<file path="src/rtl/skp_compensation_ctrl_if.sv">
// Elastic-buffer read port and compensated-stream bundle for skp_compensation_ctrl.
// master = the controller, slave = buffer/decoder side (or a testbench).
interface skp_compensation_ctrl_if #(
  parameter int DATA_WIDTH = 10,
  parameter int FILL_W     = 5
);
  logic                  buffer_mode;
  logic [FILL_W-1:0]     fill_level;
  logic                  underflow;
  logic                  overflow;
  logic [DATA_WIDTH-1:0] data_in;
  logic                  read_enable;
  logic [DATA_WIDTH-1:0] data_out;
  logic                  data_valid;
  logic                  skp_added;
  logic                  skp_removed;
  logic                  overflow_err;
  logic                  locked;

  modport master (
    input  buffer_mode, fill_level, underflow, overflow, data_in,
    output read_enable, data_out, data_valid, skp_added, skp_removed,
           overflow_err, locked
  );

  modport slave (
    output buffer_mode, fill_level, underflow, overflow, data_in,
    input  read_enable, data_out, data_valid, skp_added, skp_removed,
           overflow_err, locked
  );
endinterface

</file>
<file path="src/rtl/skp_compensation_ctrl.sv">
// Read-side clock compensation for the RX elastic buffer. Holds off reads
// until the nominal fill is reached, then duplicates or drops the first SKP
// of an ordered set to pull the fill level back into the hysteresis window.
module skp_compensation_ctrl #(
  parameter int                    DATA_WIDTH   = 10,
  parameter int                    BUFFER_DEPTH = 16,
  parameter int                    MARGIN       = 2,
  parameter logic [DATA_WIDTH-1:0] COM_N        = 10'b0011111010,
  parameter logic [DATA_WIDTH-1:0] COM_P        = 10'b1100000101,
  parameter logic [DATA_WIDTH-1:0] SKP_N        = 10'b0011110100,
  parameter logic [DATA_WIDTH-1:0] SKP_P        = 10'b1100001011
) (
  input logic                      read_clk,
  input logic                      rst_n,
  skp_compensation_ctrl_if.master  bus
);

  localparam int                FILL_W = $clog2(BUFFER_DEPTH) + 1;
  localparam logic [FILL_W-1:0] HALF   = FILL_W'(BUFFER_DEPTH / 2);
  localparam logic [FILL_W-1:0] MARG   = FILL_W'(MARGIN);

  typedef enum logic {FILL, RUN} state_e;

  state_e                state_q, state_d;
  logic                  rd_vld_q;
  logic [DATA_WIDTH-1:0] data_out_q, data_out_d;
  logic                  data_valid_q, data_valid_d;
  logic                  skp_added_q, skp_added_d;
  logic                  skp_removed_q, skp_removed_d;
  logic                  overflow_err_q, overflow_err_d;
  logic                  in_os_q, in_os_d;
  logic                  acted_q, acted_d;
  logic                  prev_com_q, prev_com_d;
  logic                  ins_pend_q, ins_pend_d;

  logic [FILL_W-1:0]     nominal, lo, hi;
  logic                  is_com, is_skp, cand, ins, rem, read_enable;

  // Fill thresholds and symbol classification of the word now on data_in.
  always_comb begin
    nominal = bus.buffer_mode ? MARG : HALF;
    lo      = nominal - MARG;
    hi      = nominal + MARG;
    is_com  = (bus.data_in == COM_N) || (bus.data_in == COM_P);
    is_skp  = (bus.data_in == SKP_N) || (bus.data_in == SKP_P);
    // Only the first SKP right after a COM may be acted on; underflow
    // suppresses any adjustment in the cycle it is seen.
    cand    = rd_vld_q && is_skp && in_os_q && !acted_q && prev_com_q &&
              (state_q == RUN) && !bus.underflow;
    ins     = cand && (bus.fill_level < lo);
    rem     = cand && !ins && (bus.fill_level > hi);
  end

  // FILL/RUN next state and the buffer read strobe.
  always_comb begin
    state_d     = state_q;
    read_enable = 1'b0;
    case (state_q)
      FILL: begin
        if ((bus.fill_level >= nominal) && !bus.underflow) state_d = RUN;
      end
      RUN: begin
        if (bus.underflow) state_d = FILL;
        else               read_enable = !ins;
      end
      default: state_d = FILL;
    endcase
  end

  // Output stage: normal load, duplicate of a held SKP, or a dropped word.
  always_comb begin
    data_out_d     = data_out_q;
    data_valid_d   = 1'b0;
    skp_added_d    = 1'b0;
    skp_removed_d  = 1'b0;
    ins_pend_d     = ins;
    overflow_err_d = overflow_err_q | bus.overflow;
    if (ins_pend_q) begin
      // Read was stalled last cycle, so data_out still holds the SKP.
      data_valid_d = 1'b1;
      skp_added_d  = 1'b1;
    end else if (rd_vld_q) begin
      if (rem) begin
        skp_removed_d = 1'b1;
      end else begin
        data_out_d   = bus.data_in;
        data_valid_d = 1'b1;
      end
    end
  end

  // Ordered-set tracking over words actually read from the buffer.
  always_comb begin
    in_os_d    = in_os_q;
    acted_d    = acted_q;
    prev_com_d = prev_com_q;
    if (rd_vld_q) begin
      if (is_com) begin
        in_os_d    = 1'b1;
        acted_d    = 1'b0;
        prev_com_d = 1'b1;
      end else begin
        prev_com_d = 1'b0;
        if (!is_skp) in_os_d = 1'b0;
      end
    end
    if (ins || rem) acted_d = 1'b1;
  end

  // State and pipeline registers; reset drops any partial ordered set.
  always_ff @(posedge read_clk or negedge rst_n) begin
    if (!rst_n) begin
      state_q        <= FILL;
      rd_vld_q       <= 1'b0;
      data_out_q     <= '0;
      data_valid_q   <= 1'b0;
      skp_added_q    <= 1'b0;
      skp_removed_q  <= 1'b0;
      overflow_err_q <= 1'b0;
      in_os_q        <= 1'b0;
      acted_q        <= 1'b0;
      prev_com_q     <= 1'b0;
      ins_pend_q     <= 1'b0;
    end else begin
      state_q        <= state_d;
      rd_vld_q       <= read_enable;
      data_out_q     <= data_out_d;
      data_valid_q   <= data_valid_d;
      skp_added_q    <= skp_added_d;
      skp_removed_q  <= skp_removed_d;
      overflow_err_q <= overflow_err_d;
      in_os_q        <= in_os_d;
      acted_q        <= acted_d;
      prev_com_q     <= prev_com_d;
      ins_pend_q     <= ins_pend_d;
    end
  end

  assign bus.read_enable  = read_enable;
  assign bus.data_out     = data_out_q;
  assign bus.data_valid   = data_valid_q;
  assign bus.skp_added    = skp_added_q;
  assign bus.skp_removed  = skp_removed_q;
  assign bus.overflow_err = overflow_err_q;
  assign bus.locked       = (state_q == RUN);

endmodule

</file>
<file path="src/flat_wrapper.sv">
// flat-port wrapper written by rule: the top's interface ports become plain ports
module skp_compensation_ctrl_flat 
#(
  parameter int                    DATA_WIDTH   = 10,
  parameter int                    BUFFER_DEPTH = 16,
  parameter int                    MARGIN       = 2,
  parameter logic [DATA_WIDTH-1:0] COM_N        = 10'b0011111010,
  parameter logic [DATA_WIDTH-1:0] COM_P        = 10'b1100000101,
  parameter logic [DATA_WIDTH-1:0] SKP_N        = 10'b0011110100,
  parameter logic [DATA_WIDTH-1:0] SKP_P        = 10'b1100001011
)
  (read_clk, rst_n, bus_buffer_mode, bus_fill_level, bus_underflow, bus_overflow, bus_data_in, bus_read_enable, bus_data_out, bus_data_valid, bus_skp_added, bus_skp_removed, bus_overflow_err, bus_locked);
  skp_compensation_ctrl_if #(.DATA_WIDTH(DATA_WIDTH), .FILL_W(5)) bus_i ();
  input logic read_clk;
  input logic rst_n;
  input wire logic [$bits(bus_i.buffer_mode)-1:0] bus_buffer_mode;
  input wire logic [$bits(bus_i.fill_level)-1:0] bus_fill_level;
  input wire logic [$bits(bus_i.underflow)-1:0] bus_underflow;
  input wire logic [$bits(bus_i.overflow)-1:0] bus_overflow;
  input wire logic [$bits(bus_i.data_in)-1:0] bus_data_in;
  output wire logic [$bits(bus_i.read_enable)-1:0] bus_read_enable;
  output wire logic [$bits(bus_i.data_out)-1:0] bus_data_out;
  output wire logic [$bits(bus_i.data_valid)-1:0] bus_data_valid;
  output wire logic [$bits(bus_i.skp_added)-1:0] bus_skp_added;
  output wire logic [$bits(bus_i.skp_removed)-1:0] bus_skp_removed;
  output wire logic [$bits(bus_i.overflow_err)-1:0] bus_overflow_err;
  output wire logic [$bits(bus_i.locked)-1:0] bus_locked;
  assign bus_i.buffer_mode = bus_buffer_mode;
  assign bus_i.fill_level = bus_fill_level;
  assign bus_i.underflow = bus_underflow;
  assign bus_i.overflow = bus_overflow;
  assign bus_i.data_in = bus_data_in;
  assign bus_read_enable = bus_i.read_enable;
  assign bus_data_out = bus_i.data_out;
  assign bus_data_valid = bus_i.data_valid;
  assign bus_skp_added = bus_i.skp_added;
  assign bus_skp_removed = bus_i.skp_removed;
  assign bus_overflow_err = bus_i.overflow_err;
  assign bus_locked = bus_i.locked;
  skp_compensation_ctrl #(.DATA_WIDTH(DATA_WIDTH), .BUFFER_DEPTH(BUFFER_DEPTH), .MARGIN(MARGIN), .COM_N(COM_N), .COM_P(COM_P), .SKP_N(SKP_N), .SKP_P(SKP_P)) u_core (.read_clk(read_clk), .rst_n(rst_n), .bus(bus_i));
endmodule
</file>
<file path="config.mk">
export PLATFORM = sky130hd
export DESIGN_NAME = skp_compensation_ctrl_flat
export DESIGN_NICKNAME = d
export VERILOG_FILES = /design/src/rtl/skp_compensation_ctrl_if.sv /design/src/rtl/skp_compensation_ctrl.sv /design/src/flat_wrapper.sv
export SDC_FILE = /design/constraint.sdc
export NUM_CORES = 1
export LEC_CHECK = 0
export ABC_AREA = 1
export CORE_MARGIN = 3
export CORE_UTILIZATION = 23
export CTS_CLUSTER_DIAMETER = 120
export CTS_CLUSTER_SIZE = 25
export DETAILED_ROUTE_END_ITERATION = 7
export GPL_TIMING_DRIVEN = 1
export PLACE_DENSITY_LB_ADDON = 0.08
export SLEW_MARGIN = 10
export SYNTH_ARGS = -nofsm -noshare
export SYNTH_HDL_FRONTEND = slang
export SYNTH_SLANG_ARGS = --single-unit
</file>
<file path="constraint.sdc">
create_clock -name read_clk -period 3.3 [get_ports read_clk]
set_input_delay 0.66 -clock read_clk [delete_from_list [all_inputs] [get_ports read_clk]]
set_output_delay 0.66 -clock read_clk [all_outputs]
set_load 0.02 [all_outputs]
</file>
## Word level (Yosys, flattened, before mapping)

Index checks and enable logic that the tools add are counted.

- Memories kept: 0
- Input bits: 20
- Output and inout bits: 16
- Memory bits (writable): 0
- Register bits after elaboration: 20
- Memory bits (read-only): 0
- Latch bits: 0
- Word-level logic and storage cells: 65

- $lt $le $gt $ge: 3
- $add $sub $neg: 2
- Reductions and logical operators: 21
- Shifts and indexed selects: 0
- $mul: 0
- Div/mod/pow operators: 0
- Bitwise gates (word level): 4
- Equal/unequal tests: 5
- Muxes and demuxes: 19

Operator list:

| operator | count |
|---|---|
| 10-bit equality test, second input constant | 2 |
| 10-bit by 8-bit equality test with 1-bit output, second input constant | 2 |
| 1-bit two-way mux | 17 |
| 1-bit logical AND | 10 |
| 5-bit by 2-bit adder with 5-bit output, second input constant | 1 |
| 5-bit >= comparator | 1 |
| 5-bit > comparator | 1 |
| 5-bit < comparator | 1 |
| 5-bit by 2-bit subtractor with 5-bit output, second input constant | 1 |
| 4-bit two-way mux | 1 |
| 2-bit AND reduction | 2 |
| 2-bit nonzero test | 2 |
| 1-bit logical NOT | 3 |
| 1-bit logical OR | 3 |
| 1-bit NOT | 3 |
| 3-bit AND reduction | 1 |
| 2-bit by 1-bit inequality test with 1-bit output, second input constant | 1 |
| 1-bit one-hot mux with 2 select lines | 1 |
| 1-bit OR | 1 |

## Depth between registers and ports, before layout

Gate-level depths: netlist (run 1).

- Word-level depth: 15
- Depth in mapped cells: 11
- Mapped depth without buffers: 11

## Worst setup path before layout (run 1)

Ideal clock, no wire load.

- Kind: input port to output port
- Start: input port bus_buffer_mode
- End: output port bus_read_enable
- Arrival: 1437 ps
- Cell stages on the path: 7
- Path buffers: 0
- Required time: 2640 ps
- Slack: 1203 ps
- Cell sequence: inv_1 -> ha_1 -> inv_2 -> nand2_1 -> nand3b_1 -> o21ai_0 -> inv_1

- Cells in the longest elaborated chain, start to end: 7

Ends and longest elaborated chain:

| item | RTL line | source |
|---|---|---|
| start, declared | flat_wrapper.sv:16 | `input wire logic [$bits(bus_i.buffer_mode)-1:0] bus_buffer_mode;` |
| 4-bit two-way mux | skp_compensation_ctrl.sv:41 | `nominal = bus.buffer_mode ? MARG : HALF;` |
| 5-bit by 2-bit subtractor with 5-bit output | skp_compensation_ctrl.sv:42 | `lo = nominal - MARG;` |
| 5-bit < comparator | skp_compensation_ctrl.sv:50 | `ins = cand && (bus.fill_level < lo);` |
| 1-bit logical AND | skp_compensation_ctrl.sv:50 |  |
| 1-bit logical NOT | skp_compensation_ctrl.sv:64 | `else read_enable = !ins;` |
| 1-bit two-way mux | skp_compensation_ctrl.sv:63 | `if (bus.underflow) state_d = FILL;` |
| 1-bit two-way mux | skp_compensation_ctrl.sv:58 | `case (state_q)` |
| end, declared | flat_wrapper.sv:21 | `output wire logic [$bits(bus_i.read_enable)-1:0] bus_read_enable;` |

Every way passes these cells.

## Worst setup path in the final report (run 1)

Ends and elaborated chain as after synthesis.

==> impl.org, run 1 <==
** Outcome
- The run finished with clean final reports.

** Die
- For this configuration, the core starts out at a cell density of 0.2426.
- Count of standard-cell rows :: 24
- The die covers 5512 um2.
- The floorplan step defined a core boundary enclosing 4414 um2.
- Die Width :: 74.24 um
- Pin placement for this block handled 36 I/O pins.
- Die H :: 74.24 um

** Worst setup path
- Critical path startpoint :: bus_buffer_mode
- STA classifies the critical path startpoint as an input pin.
- In this run the worst path has a maximum fanout of 3.
- Kind of capture point of the worst setup path :: output port
- The number of cells on the worst reg-to-reg path is 5.
- In this run the worst setup path terminates at bus_read_enable.
- The worst register-to-register path ends at u_core.bus.data_out[2]$_DFFE_PN0P_.
- Together, buffers and inverters on the worst path number 5.
- Worst-path cell with the longest stage delay :: sky130_fd_sc_hd__clkdlybuf4s50_1
- Startpoint of the lowest-slack register-to-register path :: u_core.rd_vld_q$_DFF_PN0_
- Cell occurring most often along the worst timing path :: sky130_fd_sc_hd__inv_1
- Critical-path cell list :: clkdlybuf4s50_1 -> inv_1 -> ha_1 -> inv_2 -> nand2_1 -> nand3b_1 -> o21ai_0 -> inv_1 -> dlymetal6s2s_1
- In this design, the stage delay of the slowest critical-path cell is 470 ps.
- Total number of cells along the worst setup path :: 9
- The critical path is of the in -> out type.
- In this run the register-to-register setup slack is 1720 ps.
- For the worst setup path, the data required time is 2640 ps.
- STA puts the critical path data arrival time at 2150 ps.
- Broken down by cell family, the worst path's largest delay share belongs to buffers and inverters.

** CTS
- Counting the buffers created by CTS gives 3.
- The cell sitting at the root of the clock tree is a sky130_fd_sc_hd__clkbuf_8.
- H-tree level count :: 1
- The clock net in this run drives a total of 20 sinks.
- After clock tree synthesis, the clock-pin slew on the worst setup and hold paths is 70 ps.
- The later pin in the worst-skew pair is clocked with a latency of 260 ps.
- Counting along the longest clock path gives a buffer depth of 2.
- TritonCTS clock tree :: yes

** GRT
- Number of antenna violations at the first check in global routing :: 0
- Tot GR Track Use :: 0.09734
- Maximum number of pins on one net before global-route repair :: 21
- The total overflow left after global routing is 0.
- The first global-routing pass estimated 4181 um of wire.
- The via count of the first global-routing pass is 935.

** Yosys
- Largest family of logic cells by synthesized area :: simple AND/OR/NAND/NOR gates
- Proportion of synthesized area in mux cells :: 0
- Count of warnings emitted by yosys :: 0
- Dividing the synthesized area by the synthesized cell count gives 8.053 um2.
- Sequential-to-total area share from yosys stat :: 0.4673
- Number of instances in the synthesized netlist :: 133
- Synthesis inferred 20 register bits.
- Yosys mapped the design onto 24 distinct sky130hd cell types.
- Post-Synth Adder-Cell Area :: 0.05841
- Of the total synthesized cell area, the portion taken by AND, OR, NAND and NOR gates is 0.3668.
- When the netlist entered floorplanning its net count stood at 158.
- The synthesized netlist occupies a cell area of 1071 um2.
- Compound-gate portion of the synthesized area :: 0.03271
- Of the total synthesized cell area, the portion taken by XOR and XNOR cells is 0.

** STA
- Pins Over Slew Limit :: 0
- The final number of hold-violating endpoints is 0.
- Total Negative Setup Slacks :: 0 ps
- Rel. slew slack :: 0.3771
- Peak clock frequency supported by timing :: 355.6 MHz
- At the pin with the least slew margin, the transition time is 931.4 ps.
- The clock period could shrink to 2812 ps.
- Of the available clock period, the critical path in the final layout requires 0.8522.
- Setup violations remaining at the end of the flow were counted as 0.
- Setup repair after global routing left no endpoint under its margin.
- Clock Skews :: 3.768 ps

** Place
- Routability-driven placement finished with a final weighted congestion of 0.8045.
- The number of placed instances, taps included, is 219.
- The HPWL after detailed placement is 1906 um.
- In this run the tool buffered the top-level ports with 35 buffer cells.
- Area after detailed placement :: 1478 um2

** Finish
- Cell area after layout :: 1535 um2
- NumNets Final :: 197
- In the final layout, the share of cells above drive strength 1 is 0.08772.
- Layout Cells excl Fill :: 223
- The repair_antennas step left the layout with diodes totalling 0.
- Relative to the synthesized area, the layout overhead comes to 43.34%.
- At the end of the flow the core is filled with cells to 0.3478.

** Detailed routing
- In the routed layout, each cell is associated on average with a via count of 4.224.
- Once detail routing completed, the nets flagged for antenna violations numbered 0.
- The pre-antenna-repair detailed-routing pass consisted of 4 iterations.
- DRC marker count from the first detailed-route iteration :: 52
- In the routed design, unresolved DRC markers number 0.
- Across all layers, the routed design uses 942 vias.
- Dividing the detail-routed wire length by the instance count gives 10.99 um.
- The final layout contains routed wiring with a total length of 2451 um.

** Job
- Number of maximum-capacitance violations :: 0

** Power
- Dividing total power by cell area gives a power density of 411.4 nW/um2.
- Power Total :: 631.6 uW
- Summed over all cells, the static leakage comes to 0.7770 nW.
- The worst-case IR drop observed on VDD is 0.1093 mV.

** Hold path
- The min-delay analysis places its worst path in the category reg -> reg.
-- Yosys cell counts (all sizes together) --
| cell type | n | share of area |
|---|---|---|
| ha | 5 | 0.058 |
| nand2 | 44 | 0.16 |
| o211ai | 1 | 0.0070 |
| o21ai | 2 | 0.0093 |
| nand3 | 14 | 0.077 |
| nand4 | 1 | 0.0058 |
| nor3 | 3 | 0.023 |
| inv | 17 | 0.060 |
| a21oi | 2 | 0.0093 |
| nor2 | 16 | 0.065 |
| buf | 2 | 0.015 |
| dfrtp | 20 | 0.47 |
| or2 | 3 | 0.020 |
| nand3b | 2 | 0.014 |
| a21o | 1 | 0.0070 |
-- report_power, final --
| part | internal [mW] | total, mW | leakage (nW) | switching, mW |
|---|---|---|---|---|
| sequential | 0.267 | 0.280 | 0.255 | 0.0124 |
| clock | 0.106 | 0.189 | 0.0288 | 0.0830 |
| combinational | 0.0793 | 0.163 | 0.493 | 0.0833 |
| total | 0.453 | 0.632 | 0.777 | 0.179 |
-- per-layer routing --
| layer | vias up | GRT usage | wire length, um | share of wire |
|---|---|---|---|---|
| met3 | 4 | 0.02162 | 178 | 0.073 |
| met1 | 421 | 0.1295 | 1152 | 0.47 |
| met4 | 0 | 0.04743 | 51 | 0.021 |
| li1 | 489 | - | - | - |
| met2 | 28 | 0.1496 | 1069 | 0.44 |
| met5 | - | 0 | 0 | 0 |
-- worst min-delay path by stage --
stage / end / cells past startpoint / start / slack [ps]
final: u_core.bus.skp_added$_DFF_PN0_ / 0 / u_core.ins_pend_q$_DFF_PN0_ / 460
after global routing: u_core.bus.skp_added$_DFF_PN0_ / 0 / u_core.ins_pend_q$_DFF_PN0_ / 480
after CTS: u_core.bus.skp_added$_DFF_PN0_ / 0 / u_core.ins_pend_q$_DFF_PN0_ / 460
after detailed placement: u_core.bus.skp_added$_DFF_PN0_ / 0 / u_core.ins_pend_q$_DFF_PN0_ / 440
after global placement: u_core.bus.skp_added$_DFF_PN0_ / 0 / u_core.ins_pend_q$_DFF_PN0_ / 430
after floorplan: u_core.acted_q$_DFFE_PN0P_ / 0 / rst_n / 360
-- cell type report --
cell class | instances | area [um2]
Fill cell | 461 | 2879
Sequential cell | 20 | 500.5
Multi-Input combinational cell | 94 | 490.5
Timing Repair Buffer | 36 | 360.3
Tap cell | 52 | 65.06
Inverter | 17 | 63.81
Clock buffer | 4 | 55.05
-- flip-flops by register name (all words and copies together), names as in the netlist --
name and flops:
u_core.bus.locked 1, u_core.bus.skp_removed 1, u_core.bus.data_valid 1, u_core.bus.data_out 10, u_core.bus.skp_added 1, u_core.rd_vld_q 1
u_core.in_os_q 1, u_core.prev_com_q 1, u_core.ins_pend_q 1, u_core.acted_q 1, u_core.bus.overflow_err 1
-- kinds of logic (layout without fill, tap and decap cells) --
family	count (synthesis)	count (layout)
DFF	20	20
buffers and inverters	19	57
and+or+nand+nor	83	83
adders and majority gates	5	5
AOI/OAI and AO/OA	6	6
-- cell usage in the layout (no fill, tap or decap), drive strengths merged, types with 3 or more instances in the layout --
| master | instances |
|---|---|
| ha | 5 |
| nor3 | 3 |
| clkdlybuf4s50 | 34 |
| dfrtp | 20 |
| nand3 | 14 |
| inv | 17 |
| or2 | 3 |
| nor2 | 16 |
| clkbuf | 4 |
| nand2 | 44 |
-- metrics by stage --
| stage | worst slack, ps | hold WS [ps] |
|---|---|---|
| 3_3_place_gp | 141.2 | 434.1 |
| 2_1_floorplan | 1203 | 364.4 |
| 3_5_place_dp | 122.3 | 437.3 |
| 6_report | 487.7 | 459.2 |
| 5_1_grt | 252.8 | 477.7 |
| 4_1_cts | 113.3 | 455.4 |
-- repair_timing --
item,4_1_cts,5_1_grt
endpoints found under the setup margin,0,1
gates resized for setup,0,1
setup buffers,0,0
hold buffers,0,0
Power figures use the tool's default switching activity.
==> inputs of run 2 (changes only) <==
- GPL_TIMING_DRIVEN: 1 -> default
==> results of run 2 <==
Final layout, timing and power as in run 1 (identical DEF).
